## config.mk

```make
export PLATFORM = sky130hd
export DESIGN_NAME = hdd_sector_server_flat
export DESIGN_NICKNAME = d
export VERILOG_FILES = /design/src/rtl/hdd_sector_server_if.sv /design/src/rtl/hdd_sector_server.sv /design/src/flat_wrapper.sv
export SDC_FILE = /design/constraint.sdc
export NUM_CORES = 1
export LEC_CHECK = 0
export BUFFER_PORTS_ARGS = -buffer_cell sky130_fd_sc_hd__buf_2
export CAP_MARGIN = 10
export CELL_PAD_IN_SITES_DETAIL_PLACEMENT = 0
export CELL_PAD_IN_SITES_GLOBAL_PLACEMENT = 2
export CORE_AREA = 5 5 171 91
export CTS_BUF_LIST = sky130_fd_sc_hd__clkbuf_8
export CTS_CLUSTER_DIAMETER = 30
export CTS_CLUSTER_SIZE = 12
export DETAILED_ROUTE_END_ITERATION = 6
export DIE_AREA = 0 0 176 96
export PLACE_DENSITY = 0.73
export SLEW_MARGIN = 20
export SYNTH_ARGS = -nofsm -noshare
export SYNTH_HDL_FRONTEND = slang
export SYNTH_SLANG_ARGS = --single-unit
```

## constraint.sdc

```tcl
create_clock -name clk_sys -period 1.95 [get_ports clk_sys]
set_clock_uncertainty 0.2 [all_clocks]
set_input_delay 0.0975 -clock clk_sys [delete_from_list [all_inputs] [get_ports clk_sys]]
set_output_delay 0.0975 -clock clk_sys [all_outputs]
set_load 0.02 [all_outputs]
```

## src/rtl/hdd_sector_server_if.sv

```systemverilog
// rtl/hdd_sector_server_if.sv - card, sector buffer and block storage signals of hdd_sector_server
// master is the sector server; slave is the card/buffer/storage side.
interface hdd_sector_server_if;
  logic        img_mounted;
  logic        img_readonly;
  logic        hdd_mounted;
  logic        hdd_protect;
  logic [15:0] hdd_sector;
  logic        hdd_read;
  logic        hdd_write;
  logic [8:0]  ram_addr;
  logic [7:0]  ram_di;
  logic [7:0]  ram_do;
  logic        ram_we;
  logic [31:0] blk_lba;
  logic        blk_rd;
  logic        blk_wr;
  logic        blk_ack;
  logic [7:0]  blk_rd_data;
  logic        blk_rd_valid;
  logic [7:0]  blk_wr_data;
  logic        blk_wr_valid;
  logic        blk_wr_ready;
  logic        busy;
  logic        done;
  logic        err;

  modport master (
    input  img_mounted, img_readonly, hdd_sector, hdd_read, hdd_write, ram_do,
           blk_ack, blk_rd_data, blk_rd_valid, blk_wr_ready,
    output hdd_mounted, hdd_protect, ram_addr, ram_di, ram_we, blk_lba, blk_rd,
           blk_wr, blk_wr_data, blk_wr_valid, busy, done, err
  );

  modport slave (
    output img_mounted, img_readonly, hdd_sector, hdd_read, hdd_write, ram_do,
           blk_ack, blk_rd_data, blk_rd_valid, blk_wr_ready,
    input  hdd_mounted, hdd_protect, ram_addr, ram_di, ram_we, blk_lba, blk_rd,
           blk_wr, blk_wr_data, blk_wr_valid, busy, done, err
  );
endinterface

```

## src/rtl/hdd_sector_server.sv

```systemverilog
// rtl/hdd_sector_server.sv - moves one 512-byte sector between the HDD card buffer and block storage
// Requests are rising edges of hdd_read/hdd_write; read wins when both rise together.
module hdd_sector_server #(
  parameter logic [23:0] TIMEOUT_CYCLES = 24'd1_000_000
) (
  input logic                 clk_sys,
  input logic                 reset_n,
  hdd_sector_server_if.master bus
);

  typedef enum logic [2:0] {
    S_IDLE,
    S_RD_REQ,
    S_RD_DATA,
    S_WR_REQ,
    S_WR_FETCH,
    S_WR_SEND,
    S_FINISH
  } state_t;

  state_t      r_state;
  state_t      w_state_nxt;
  logic        r_rd_q;
  logic        r_rd_q2;
  logic        r_wr_q;
  logic        r_wr_q2;
  logic        r_mounted;
  logic        r_protect;
  logic [15:0] r_sector;
  logic [9:0]  r_cnt;
  logic [23:0] r_tmo;
  logic        r_fetch_ph;
  logic [8:0]  r_ram_addr;
  logic [7:0]  r_ram_di;
  logic        r_ram_we;
  logic [7:0]  r_wr_data;
  logic        r_wr_valid;
  logic        r_err;

  logic        w_rd_edge;
  logic        w_wr_edge;
  logic        w_accept;
  logic        w_tmo_hit;
  logic        w_abort;
  logic        w_set_err;

  assign w_rd_edge = r_rd_q & ~r_rd_q2;
  assign w_wr_edge = r_wr_q & ~r_wr_q2;
  assign w_accept  = (r_state == S_IDLE) & bus.img_mounted & (w_rd_edge | w_wr_edge);
  assign w_tmo_hit = (r_tmo == TIMEOUT_CYCLES - 24'd1);
  // Losing the image aborts anything in flight; FINISH is already on its way out.
  assign w_abort   = (r_state != S_IDLE) && (r_state != S_FINISH) && !bus.img_mounted;

  always_comb begin
    w_state_nxt = r_state;
    w_set_err   = 1'b0;
    if ((r_state != S_IDLE) && (w_rd_edge || w_wr_edge)) begin
      w_set_err = 1'b1;
    end
    if (w_abort) begin
      w_state_nxt = S_FINISH;
      w_set_err   = 1'b1;
    end else begin
      case (r_state)
        S_IDLE: begin
          if (w_accept) begin
            if (w_rd_edge) begin
              w_state_nxt = S_RD_REQ;
            end else if (bus.img_readonly) begin
              w_state_nxt = S_FINISH;
              w_set_err   = 1'b1;
            end else begin
              w_state_nxt = S_WR_REQ;
            end
          end
        end
        S_RD_REQ: begin
          if (bus.blk_ack) begin
            w_state_nxt = S_RD_DATA;
          end else if (w_tmo_hit) begin
            w_state_nxt = S_FINISH;
            w_set_err   = 1'b1;
          end
        end
        S_RD_DATA: begin
          if (bus.blk_rd_valid && (r_cnt == 10'd511)) begin
            w_state_nxt = S_FINISH;
          end
        end
        S_WR_REQ: begin
          if (bus.blk_ack) begin
            w_state_nxt = S_WR_FETCH;
          end else if (w_tmo_hit) begin
            w_state_nxt = S_FINISH;
            w_set_err   = 1'b1;
          end
        end
        S_WR_FETCH: begin
          if (r_fetch_ph) begin
            w_state_nxt = S_WR_SEND;
          end
        end
        S_WR_SEND: begin
          if (bus.blk_wr_ready) begin
            w_state_nxt = (r_cnt == 10'd511) ? S_FINISH : S_WR_FETCH;
          end
        end
        S_FINISH: w_state_nxt = S_IDLE;
        default:  w_state_nxt = S_IDLE;
      endcase
    end
  end

  always_ff @(posedge clk_sys or negedge reset_n) begin
    if (!reset_n) begin
      r_state    <= S_IDLE;
      r_rd_q     <= 1'b0;
      r_rd_q2    <= 1'b0;
      r_wr_q     <= 1'b0;
      r_wr_q2    <= 1'b0;
      r_mounted  <= 1'b0;
      r_protect  <= 1'b0;
      r_sector   <= 16'h0;
      r_cnt      <= 10'd0;
      r_tmo      <= 24'd0;
      r_fetch_ph <= 1'b0;
      r_ram_addr <= 9'd0;
      r_ram_di   <= 8'h0;
      r_ram_we   <= 1'b0;
      r_wr_data  <= 8'h0;
      r_wr_valid <= 1'b0;
      r_err      <= 1'b0;
    end else begin
      r_state   <= w_state_nxt;
      r_rd_q    <= bus.hdd_read;
      r_rd_q2   <= r_rd_q;
      r_wr_q    <= bus.hdd_write;
      r_wr_q2   <= r_wr_q;
      r_mounted <= bus.img_mounted;
      r_protect <= bus.img_readonly;
      r_ram_we  <= 1'b0;

      if (w_set_err) begin
        r_err <= 1'b1;
      end else if (w_accept) begin
        r_err <= 1'b0;
      end

      if (w_accept) begin
        r_sector <= bus.hdd_sector;
        r_cnt    <= 10'd0;
      end

      if ((r_state == S_RD_REQ) || (r_state == S_WR_REQ)) begin
        r_tmo <= r_tmo + 24'd1;
      end else begin
        r_tmo <= 24'd0;
      end

      if (w_abort) begin
        r_wr_valid <= 1'b0;
        r_fetch_ph <= 1'b0;
      end else begin
        case (r_state)
          S_RD_DATA: begin
            if (bus.blk_rd_valid) begin
              r_ram_we   <= 1'b1;
              r_ram_addr <= r_cnt[8:0];
              r_ram_di   <= bus.blk_rd_data;
              r_cnt      <= r_cnt + 10'd1;
            end
          end
          S_WR_REQ: begin
            if (bus.blk_ack) begin
              r_ram_addr <= r_cnt[8:0];
            end
          end
          // Two cycles here: address out, then the buffer's registered byte is captured.
          S_WR_FETCH: begin
            if (!r_fetch_ph) begin
              r_fetch_ph <= 1'b1;
            end else begin
              r_fetch_ph <= 1'b0;
              r_wr_data  <= bus.ram_do;
              r_wr_valid <= 1'b1;
            end
          end
          S_WR_SEND: begin
            if (bus.blk_wr_ready) begin
              r_wr_valid <= 1'b0;
              r_cnt      <= r_cnt + 10'd1;
              r_ram_addr <= r_cnt[8:0] + 9'd1;
            end
          end
          default: ;
        endcase
      end
    end
  end

  assign bus.hdd_mounted  = r_mounted;
  assign bus.hdd_protect  = r_protect;
  assign bus.ram_addr     = r_ram_addr;
  assign bus.ram_di       = r_ram_di;
  assign bus.ram_we       = r_ram_we;
  assign bus.blk_lba      = {16'h0, r_sector};
  assign bus.blk_rd       = (r_state == S_RD_REQ);
  assign bus.blk_wr       = (r_state == S_WR_REQ);
  assign bus.blk_wr_data  = r_wr_data;
  assign bus.blk_wr_valid = r_wr_valid;
  assign bus.busy         = (r_state != S_IDLE);
  assign bus.done         = (r_state == S_FINISH);
  assign bus.err          = r_err;

endmodule

```

## src/flat_wrapper.sv

```systemverilog
// flat-port wrapper written by rule: the top's interface ports become plain ports
module hdd_sector_server_flat 
#(
  parameter logic [23:0] TIMEOUT_CYCLES = 24'd1_000_000
)
  (clk_sys, reset_n, bus_img_mounted, bus_img_readonly, bus_hdd_sector, bus_hdd_read, bus_hdd_write, bus_ram_do, bus_blk_ack, bus_blk_rd_data, bus_blk_rd_valid, bus_blk_wr_ready, bus_hdd_mounted, bus_hdd_protect, bus_ram_addr, bus_ram_di, bus_ram_we, bus_blk_lba, bus_blk_rd, bus_blk_wr, bus_blk_wr_data, bus_blk_wr_valid, bus_busy, bus_done, bus_err);
  hdd_sector_server_if bus_i ();
  input logic clk_sys;
  input logic reset_n;
  input wire logic [$bits(bus_i.img_mounted)-1:0] bus_img_mounted;
  input wire logic [$bits(bus_i.img_readonly)-1:0] bus_img_readonly;
  input wire logic [$bits(bus_i.hdd_sector)-1:0] bus_hdd_sector;
  input wire logic [$bits(bus_i.hdd_read)-1:0] bus_hdd_read;
  input wire logic [$bits(bus_i.hdd_write)-1:0] bus_hdd_write;
  input wire logic [$bits(bus_i.ram_do)-1:0] bus_ram_do;
  input wire logic [$bits(bus_i.blk_ack)-1:0] bus_blk_ack;
  input wire logic [$bits(bus_i.blk_rd_data)-1:0] bus_blk_rd_data;
  input wire logic [$bits(bus_i.blk_rd_valid)-1:0] bus_blk_rd_valid;
  input wire logic [$bits(bus_i.blk_wr_ready)-1:0] bus_blk_wr_ready;
  output wire logic [$bits(bus_i.hdd_mounted)-1:0] bus_hdd_mounted;
  output wire logic [$bits(bus_i.hdd_protect)-1:0] bus_hdd_protect;
  output wire logic [$bits(bus_i.ram_addr)-1:0] bus_ram_addr;
  output wire logic [$bits(bus_i.ram_di)-1:0] bus_ram_di;
  output wire logic [$bits(bus_i.ram_we)-1:0] bus_ram_we;
  output wire logic [$bits(bus_i.blk_lba)-1:0] bus_blk_lba;
  output wire logic [$bits(bus_i.blk_rd)-1:0] bus_blk_rd;
  output wire logic [$bits(bus_i.blk_wr)-1:0] bus_blk_wr;
  output wire logic [$bits(bus_i.blk_wr_data)-1:0] bus_blk_wr_data;
  output wire logic [$bits(bus_i.blk_wr_valid)-1:0] bus_blk_wr_valid;
  output wire logic [$bits(bus_i.busy)-1:0] bus_busy;
  output wire logic [$bits(bus_i.done)-1:0] bus_done;
  output wire logic [$bits(bus_i.err)-1:0] bus_err;
  assign bus_i.img_mounted = bus_img_mounted;
  assign bus_i.img_readonly = bus_img_readonly;
  assign bus_i.hdd_sector = bus_hdd_sector;
  assign bus_i.hdd_read = bus_hdd_read;
  assign bus_i.hdd_write = bus_hdd_write;
  assign bus_i.ram_do = bus_ram_do;
  assign bus_i.blk_ack = bus_blk_ack;
  assign bus_i.blk_rd_data = bus_blk_rd_data;
  assign bus_i.blk_rd_valid = bus_blk_rd_valid;
  assign bus_i.blk_wr_ready = bus_blk_wr_ready;
  assign bus_hdd_mounted = bus_i.hdd_mounted;
  assign bus_hdd_protect = bus_i.hdd_protect;
  assign bus_ram_addr = bus_i.ram_addr;
  assign bus_ram_di = bus_i.ram_di;
  assign bus_ram_we = bus_i.ram_we;
  assign bus_blk_lba = bus_i.blk_lba;
  assign bus_blk_rd = bus_i.blk_rd;
  assign bus_blk_wr = bus_i.blk_wr;
  assign bus_blk_wr_data = bus_i.blk_wr_data;
  assign bus_blk_wr_valid = bus_i.blk_wr_valid;
  assign bus_busy = bus_i.busy;
  assign bus_done = bus_i.done;
  assign bus_err = bus_i.err;
  hdd_sector_server #(.TIMEOUT_CYCLES(TIMEOUT_CYCLES)) u_core (.clk_sys(clk_sys), .reset_n(reset_n), .bus(bus_i));
endmodule
```

==> results.sh, run 1 <==
export IMPL_synth_edf_count=0
export IMPL_power_static_leakage_uw=0.00266
export IMPL_synthFlopType="dfrtp_1"
export IMPL_vias=3514
export IMPL_antenna_found_initial=0
export IMPL_ys_seq_area_share_pct=52.7
export IMPL_crit_fanout=9
export IMPL_hold_class="input pin to async pin"
export IMPL_layout_common_cells="buf_2, dfrtp_1, nor2_1"
export IMPL_p_clk_share_pct=19.5
export IMPL_synth_async_reset_ratio_pct=100
export IMPL_yosys_warnings=0
export IMPL_drt_vias_per_instance=4.64
export IMPL_final_nets=615
export IMPL_syn2layout_area_growth_pct=39.3
export IMPL_synthesis_area_um2=4180
export IMPL_clk_latency_ns=0.36
export IMPL_grt_max_degree=56
export IMPL_dp_slack_ns=0.0258
export IMPL_h_tree_depth=3
export IMPL_pwr_share_seq_pct=37.8
export IMPL_finalPower_uw=6910
export IMPL_dieArea_um2=16900
export IMPL_final_common_cell="buf_2"
export IMPL_start_util_pct=29.9
export IMPL_critPathArrivalTime_ns=1.95
export IMPL_switching_share_pct=39.2
export IMPL_io_pins=107
export IMPL_worst_hold_slack_ns=0.0844
export IMPL_synth_ff_latch_count=88
export IMPL_numClockSinks=88
export IMPL_critPathLaunchType="register"
export IMPL_internal_power_uw=4200
export IMPL_ys_types=50
export IMPL_fp_row_count=31
export IMPL_ant_nets=0
export IMPL_gr_usage_all_layers_pct=14.6
export IMPL_cp_end_kind="register"
export IMPL_worstPathRequired_ns=1.99
export IMPL_dp_hpwl_um=8260
export IMPL_fillers=1366
export IMPL_slew_violations=0
export IMPL_core_area_um2=14000
export IMPL_combPwrFrac_pct=42.7
export IMPL_vdd_drop_max_mv=0.608
export IMPL_finalSetupViolations=0
export IMPL_syn_area_per_cell_um2=10.5
export IMPL_hold_viol=0
export IMPL_dp_cells=701
export IMPL_clkTransAtPathRegs_ns=0.10
export IMPL_clockBufferDepth=2
export IMPL_die_w_um=176
export IMPL_cts_tree="done"
export IMPL_gp_congestion=0.849
export IMPL_first_pass_iters=4
export IMPL_drive_above_1_share_pct=35.9
export IMPL_drc=0
export IMPL_place_area_um2=5120
export IMPL_grt_first_pass_wirelength_um=19200
export IMPL_wl_per_cell_um=15.1
export IMPL_grt_pass1_vias=3591
export IMPL_period_minus_slack_ns=1.91
export IMPL_wl_um=11500
export IMPL_final_cell_area_um2=5830
export IMPL_insertedDiodeCount=0
export IMPL_power_switching_uw=2700
export IMPL_syn_inst=397
export IMPL_finalNonFillerCells=758
export IMPL_p_per_area_nw_per_um2=1190
export IMPL_numCtsBuffers=9
export IMPL_overflow=0
export IMPL_postCtsSetupBuffers=0
export IMPL_cap_violations=0
export IMPL_fp_dieH_um=96
export IMPL_layout_setup_ws_ns=0.0425
export IMPL_io_buffer_count=90
export IMPL_fin_crit_sh_pct=97.8
export IMPL_root_buffer="clkbuf_8"
export IMPL_outcome="finished clean"
export IMPL_fmax_mhz=524
export IMPL_rsz0062_at_grt="true"
export IMPL_crit_type="register to register"
export IMPL_drt_initial_drc_count=215
[state kept, by name, summed over array words and instances (netlist names)]
signal and flops:
u_core.r_tmo 24, u_core.r_sector 16, u_core.r_cnt 10, u_core.bus.ram_addr 9, u_core.bus.blk_wr_data 8, u_core.bus.ram_di 8, u_core.r_state 3, u_core.bus.blk_wr_valid 1
u_core.bus.err 1, u_core.bus.hdd_mounted 1, u_core.bus.hdd_protect 1, u_core.bus.ram_we 1, u_core.r_fetch_ph 1, u_core.r_rd_q 1, u_core.r_rd_q2 1, u_core.r_wr_q 1
u_core.r_wr_q2 1
[through the flow]
stage,util (%),TNS [ns]
3_3_place_gp,36.7,0
5_1_grt,41.7,-0.175
6_report,41.7,0
3_5_place_dp,36.7,0
4_1_cts,41.1,0
2_1_floorplan,-,0
[Yosys cell counts (2+ instances only)]
cell / count / area, um2
a31oi_1: 3 / 18.8
o221ai_1: 2 / 17.5
a22oi_1: 2 / 15.0
dfrtp_1: 88 / 2200
nand3_1: 17 / 85.1
nand2b_1: 7 / 43.8
mux2_2: 34 / 383
ha_1: 2 / 25.0
and3_1: 8 / 50.1
inv_1: 9 / 33.8
buf_2: 5 / 25.0
buf_4: 18 / 135
and4_1: 6 / 52.6
a21oi_1: 18 / 90.1
or3b_1: 2 / 17.5
nor2_1: 54 / 203
o31ai_1: 4 / 30.0
xor2_1: 14 / 123
clkbuf_1: 8 / 30.0
o21ai_0: 22 / 110
xnor2_1: 13 / 114
nand2_1: 20 / 75.1
o32ai_1: 2 / 17.5
or3_1: 6 / 37.5
nor4b_1: 2 / 17.5
nor2b_1: 2 / 12.5
nand4_1: 6 / 37.5
[metal layers]
layer	track usage [%]	vias up	part of all wire, %
li1	-	1717	-
met1	21.4	1666	51
met2	19.5	127	39
met3	5.89	4	9.1
met4	3.89	0	0.67
met5	0	-	0
[final timing paths]
path	start	to	slack [ns]	cells past startpoint
worst max register to register	u_core.r_state[0]	u_core.bus.ram_di[5]	0.04	4
worst min register to register	u_core.r_rd_q	u_core.r_rd_q2	0.19	0
max in group asynchronous	reset_n	u_core.bus.blk_wr_data[0]	0.70	3
worst max-delay path	u_core.r_state[0]	u_core.bus.ram_di[5]	0.04	4
min in group clk_sys	bus_hdd_read	u_core.r_rd_q	0.17	2
worst min-delay path	reset_n	u_core.bus.ram_di[6]	0.08	3
[worst max-delay path, stage by stage, from the launching register on]
cell and delay, ns:
dfrtp_2 0.46, or3b_1 0.48, nor2_4 0.19, buf_12 0.14, mux2_2 0.33
[power groups by stage]
| stage | Combinational [uW] | Clock [uW] | Sequential (uW) |
|---|---|---|---|
| CTS | 2860 | 1410 | 2600 |
| floorplan | 1180 | 0 | 3130 |
| global route | 3230 | 1490 | 2680 |
| detailed placement | 2800 | 0 | 2630 |
| finish | 2950 | 1350 | 2610 |
| global placement | 2830 | 0 | 2600 |
[layout make-up]
| class | instances | area (um2) | share of cell area [%] |
|---|---|---|---|
| multi-input combinational | 283 | 1880 | 32.3 |
| clock buffer | 10 | 138 | 2.36 |
| timing repair buffer | 181 | 1280 | 21.9 |
| sequential | 88 | 2200 | 37.8 |
| clock inverter | 6 | 67.6 | 1.16 |
| inverter | 9 | 33.8 | 0.580 |
| tap | 181 | 226 | 3.89 |
[timing repair]
action | CTS | global route
setup endpoints to repair | 0 | 38
endpoints found under the hold margin | 128 | 0
gates resized for setup | 0 | 22
hold buffers | 41 | 0
[cells by family after synthesis]
kind of cell             Yosys count  share of synthesized area [%]
AO/OA/AOI/OAI                     65                           9.58
XOR/XNOR                          27                           5.66
buffers and inverters             41                           5.48
adder cells (fa/ha/maj)            2                          0.598
AND/OR/NAND/NOR                  139                           16.8
other                              1                         0.0897
flip-flops                        88                           52.7
multiplexers                      34                           9.16
Note: power is estimated with default switching activity, not from simulation.
==> inputs of run 2 (changes only) <==
- PLACE_DENSITY: 0.73 -> 0.78
==> results.sh, run 2 (synthesized netlist as in run 1, its figures left out) <==
export IMPL_outcome="finished clean"
export IMPL_final_util_pct=43.0
export IMPL_critPathArrivalTime_ns=2.01
export IMPL_slowest_delay_ns=0.46
export IMPL_start_util_pct=29.9
export IMPL_largest_reg_flops=24
export IMPL_crit_type="register to register"
export IMPL_dp_hpwl_um=8410
export IMPL_p_per_area_nw_per_um2=1190
export IMPL_pwr_share_seq_pct=36.8
export IMPL_slew_violations=0
export IMPL_place_area_um2=5150
export IMPL_syn2layout_area_growth_pct=43.5
export IMPL_cp_slowest_cell="dfrtp_2"
export IMPL_r2r_start="u_core.r_state[2]"
export IMPL_drive_above_1_share_pct=39.1
export IMPL_cp_end_kind="register"
export IMPL_fp_dieH_um=96
export IMPL_drt_vias_per_instance=4.75
export IMPL_grt_first_pass_wirelength_um=19100
export IMPL_gr_usage_all_layers_pct=14.5
export IMPL_dieArea_um2=16900
export IMPL_final_nets=624
export IMPL_switching_share_pct=39.5
export IMPL_worst_hold_slack_ns=0.0193
export IMPL_antenna_found_initial=0
export IMPL_clockBufferDepth=2
export IMPL_drt_initial_drc_count=155
export IMPL_cts_tree="done"
export IMPL_wl_per_cell_um=15.8
export IMPL_ant_nets=0
export IMPL_hold_viol=0
export IMPL_grt_pass1_vias=3653
export IMPL_reg_largest_list="u_core.r_tmo x24, u_core.r_sector x16, u_core.r_cnt x10"
export IMPL_crit_path_cell_trace="or3b_4 > buf_6 > nor2_4 > buf_12 > mux2_2"
export IMPL_reg2reg_setup_slack_ns=0.001
export IMPL_clkTransAtPathRegs_ns=0.10
export IMPL_vdd_drop_max_mv=0.717
export IMPL_rsz0062_at_grt="true"
export IMPL_power_switching_uw=2820
export IMPL_finalPower_uw=7150
export IMPL_numClockSinks=88
export IMPL_rr_worst_depth=5
export IMPL_first_pass_iters=5
export IMPL_grt_max_degree=55
export IMPL_worstPathRequired_ns=2.01
export IMPL_core_area_um2=14000
export IMPL_drc=0
export IMPL_clk_latency_ns=0.37
export IMPL_fillers=1332
export IMPL_final_cell_area_um2=6000
export IMPL_overflow=0
export IMPL_insertedDiodeCount=0
export IMPL_critPathLaunchType="register"
export IMPL_period_minus_slack_ns=1.95
export IMPL_io_pins=107
export IMPL_vias=3643
export IMPL_numCtsBuffers=9
export IMPL_io_buffer_count=90
export IMPL_power_static_leakage_uw=0.00273
export IMPL_final_common_cell="buf_2"
export IMPL_internal_power_uw=4330
export IMPL_fin_crit_sh_pct=99.9
export IMPL_combPwrFrac_pct=44.0
export IMPL_top_register="u_core.r_tmo"
export IMPL_r2r_end="u_core.bus.ram_di[6]"
export IMPL_root_buffer="clkbuf_8"
export IMPL_die_w_um=176
export IMPL_wl_um=12100
export IMPL_finalSetupViolations=0
export IMPL_h_tree_depth=3
export IMPL_cap_violations=0
export IMPL_fmax_mhz=513
export IMPL_hold_class="input pin to async pin"
export IMPL_layout_common_cells="buf_2, dfrtp_1, buf_4"
export IMPL_fp_row_count=31
export IMPL_crit_fanout=9
export IMPL_gp_congestion=0.845
export IMPL_p_clk_share_pct=19.2
-- run 2: cell count changes in the layout (fill, tap and decap cells not counted), sizes merged --
| cell | delta |
|---|---|
| buf | +9 |
| inv | +2 |
| clkbuf | +1 |
| clkinv | -1 |
| clkinvlp | -1 |
| dlygate4sd3 | -1 |
-- run 2: metrics by stage --
stage | setup slack, ns | setup TNS [ns] | std cells
CTS | 0.0160 | 0 | 761
global route | -0.0638 | -0.483 | 767
finish | 0.00111 | 0 | 767
detailed placement | -0.0715 | -0.0715 | 705
global placement | -0.0246 | -0.0246 | 705
floorplan | 0.00725 | 0 | 412
-- run 2: routing by layer --
| layer | wire length, um | GRT usage, % | part of all wire [%] | vias up |
|---|---|---|---|---|
| li1 | - | - | - | 1734 |
| met1 | 6220 | 21.3 | 51 | 1760 |
| met2 | 4680 | 20.1 | 39 | 142 |
| met3 | 1110 | 5.46 | 9.2 | 7 |
| met4 | 90 | 2.92 | 0.74 | 0 |
| met5 | 0 | 0 | 0 | - |
-- run 2: what timing repair did --
item,in CTS,in global routing
gates resized for setup,3,44
endpoints found under the hold margin,130,0
pin swaps,0,6
gates cloned,0,2
hold buffers,40,0
setup buffers,0,4
endpoints found under the setup margin,3,31
-- run 2: worst max path at each step --
stage	cells after the start	startpoint	endpoint	slack (ns)
global placement	7	u_core.r_cnt[0]	u_core.r_state[2]	-0.02
global route	6	u_core.r_cnt[0]	u_core.r_state[0]	-0.06
CTS	5	u_core.r_state[0]	u_core.r_cnt[4]	0.02
detailed placement	7	u_core.r_cnt[1]	u_core.r_state[2]	-0.07
floorplan	6	u_core.r_state[2]	u_core.r_sector[0]	0.007
finish	5	u_core.r_state[2]	u_core.bus.ram_di[6]	0.001
-- run 2: power groups by stage --
stage	Combinational (uW)	Sequential [uW]	Clock [uW]
detailed placement	2790	2630	0
floorplan	1180	3130	0
global route	3410	2700	1490
global placement	2810	2600	0
CTS	2870	2600	1430
finish	3150	2630	1370
-- run 2: cell type report --
class | count | area (um2) | area share (%)
well taps | 181 | 226 | 3.77
multi-input cells | 283 | 1950 | 32.5
clock inverters | 6 | 72.6 | 1.21
repair buffers | 190 | 1380 | 22.9
clock buffers | 10 | 138 | 2.29
inverters | 9 | 33.8 | 0.563
flip-flops and latches | 88 | 2210 | 36.8
-- run 2: worst max-delay path, delay by kind of cell (launching register included) --
kind | cells | cell delay, ns
multiplexers | 1 | 0.33
buffers and inverters | 2 | 0.28
AND/OR/NAND/NOR | 2 | 0.57
flip-flops | 1 | 0.46
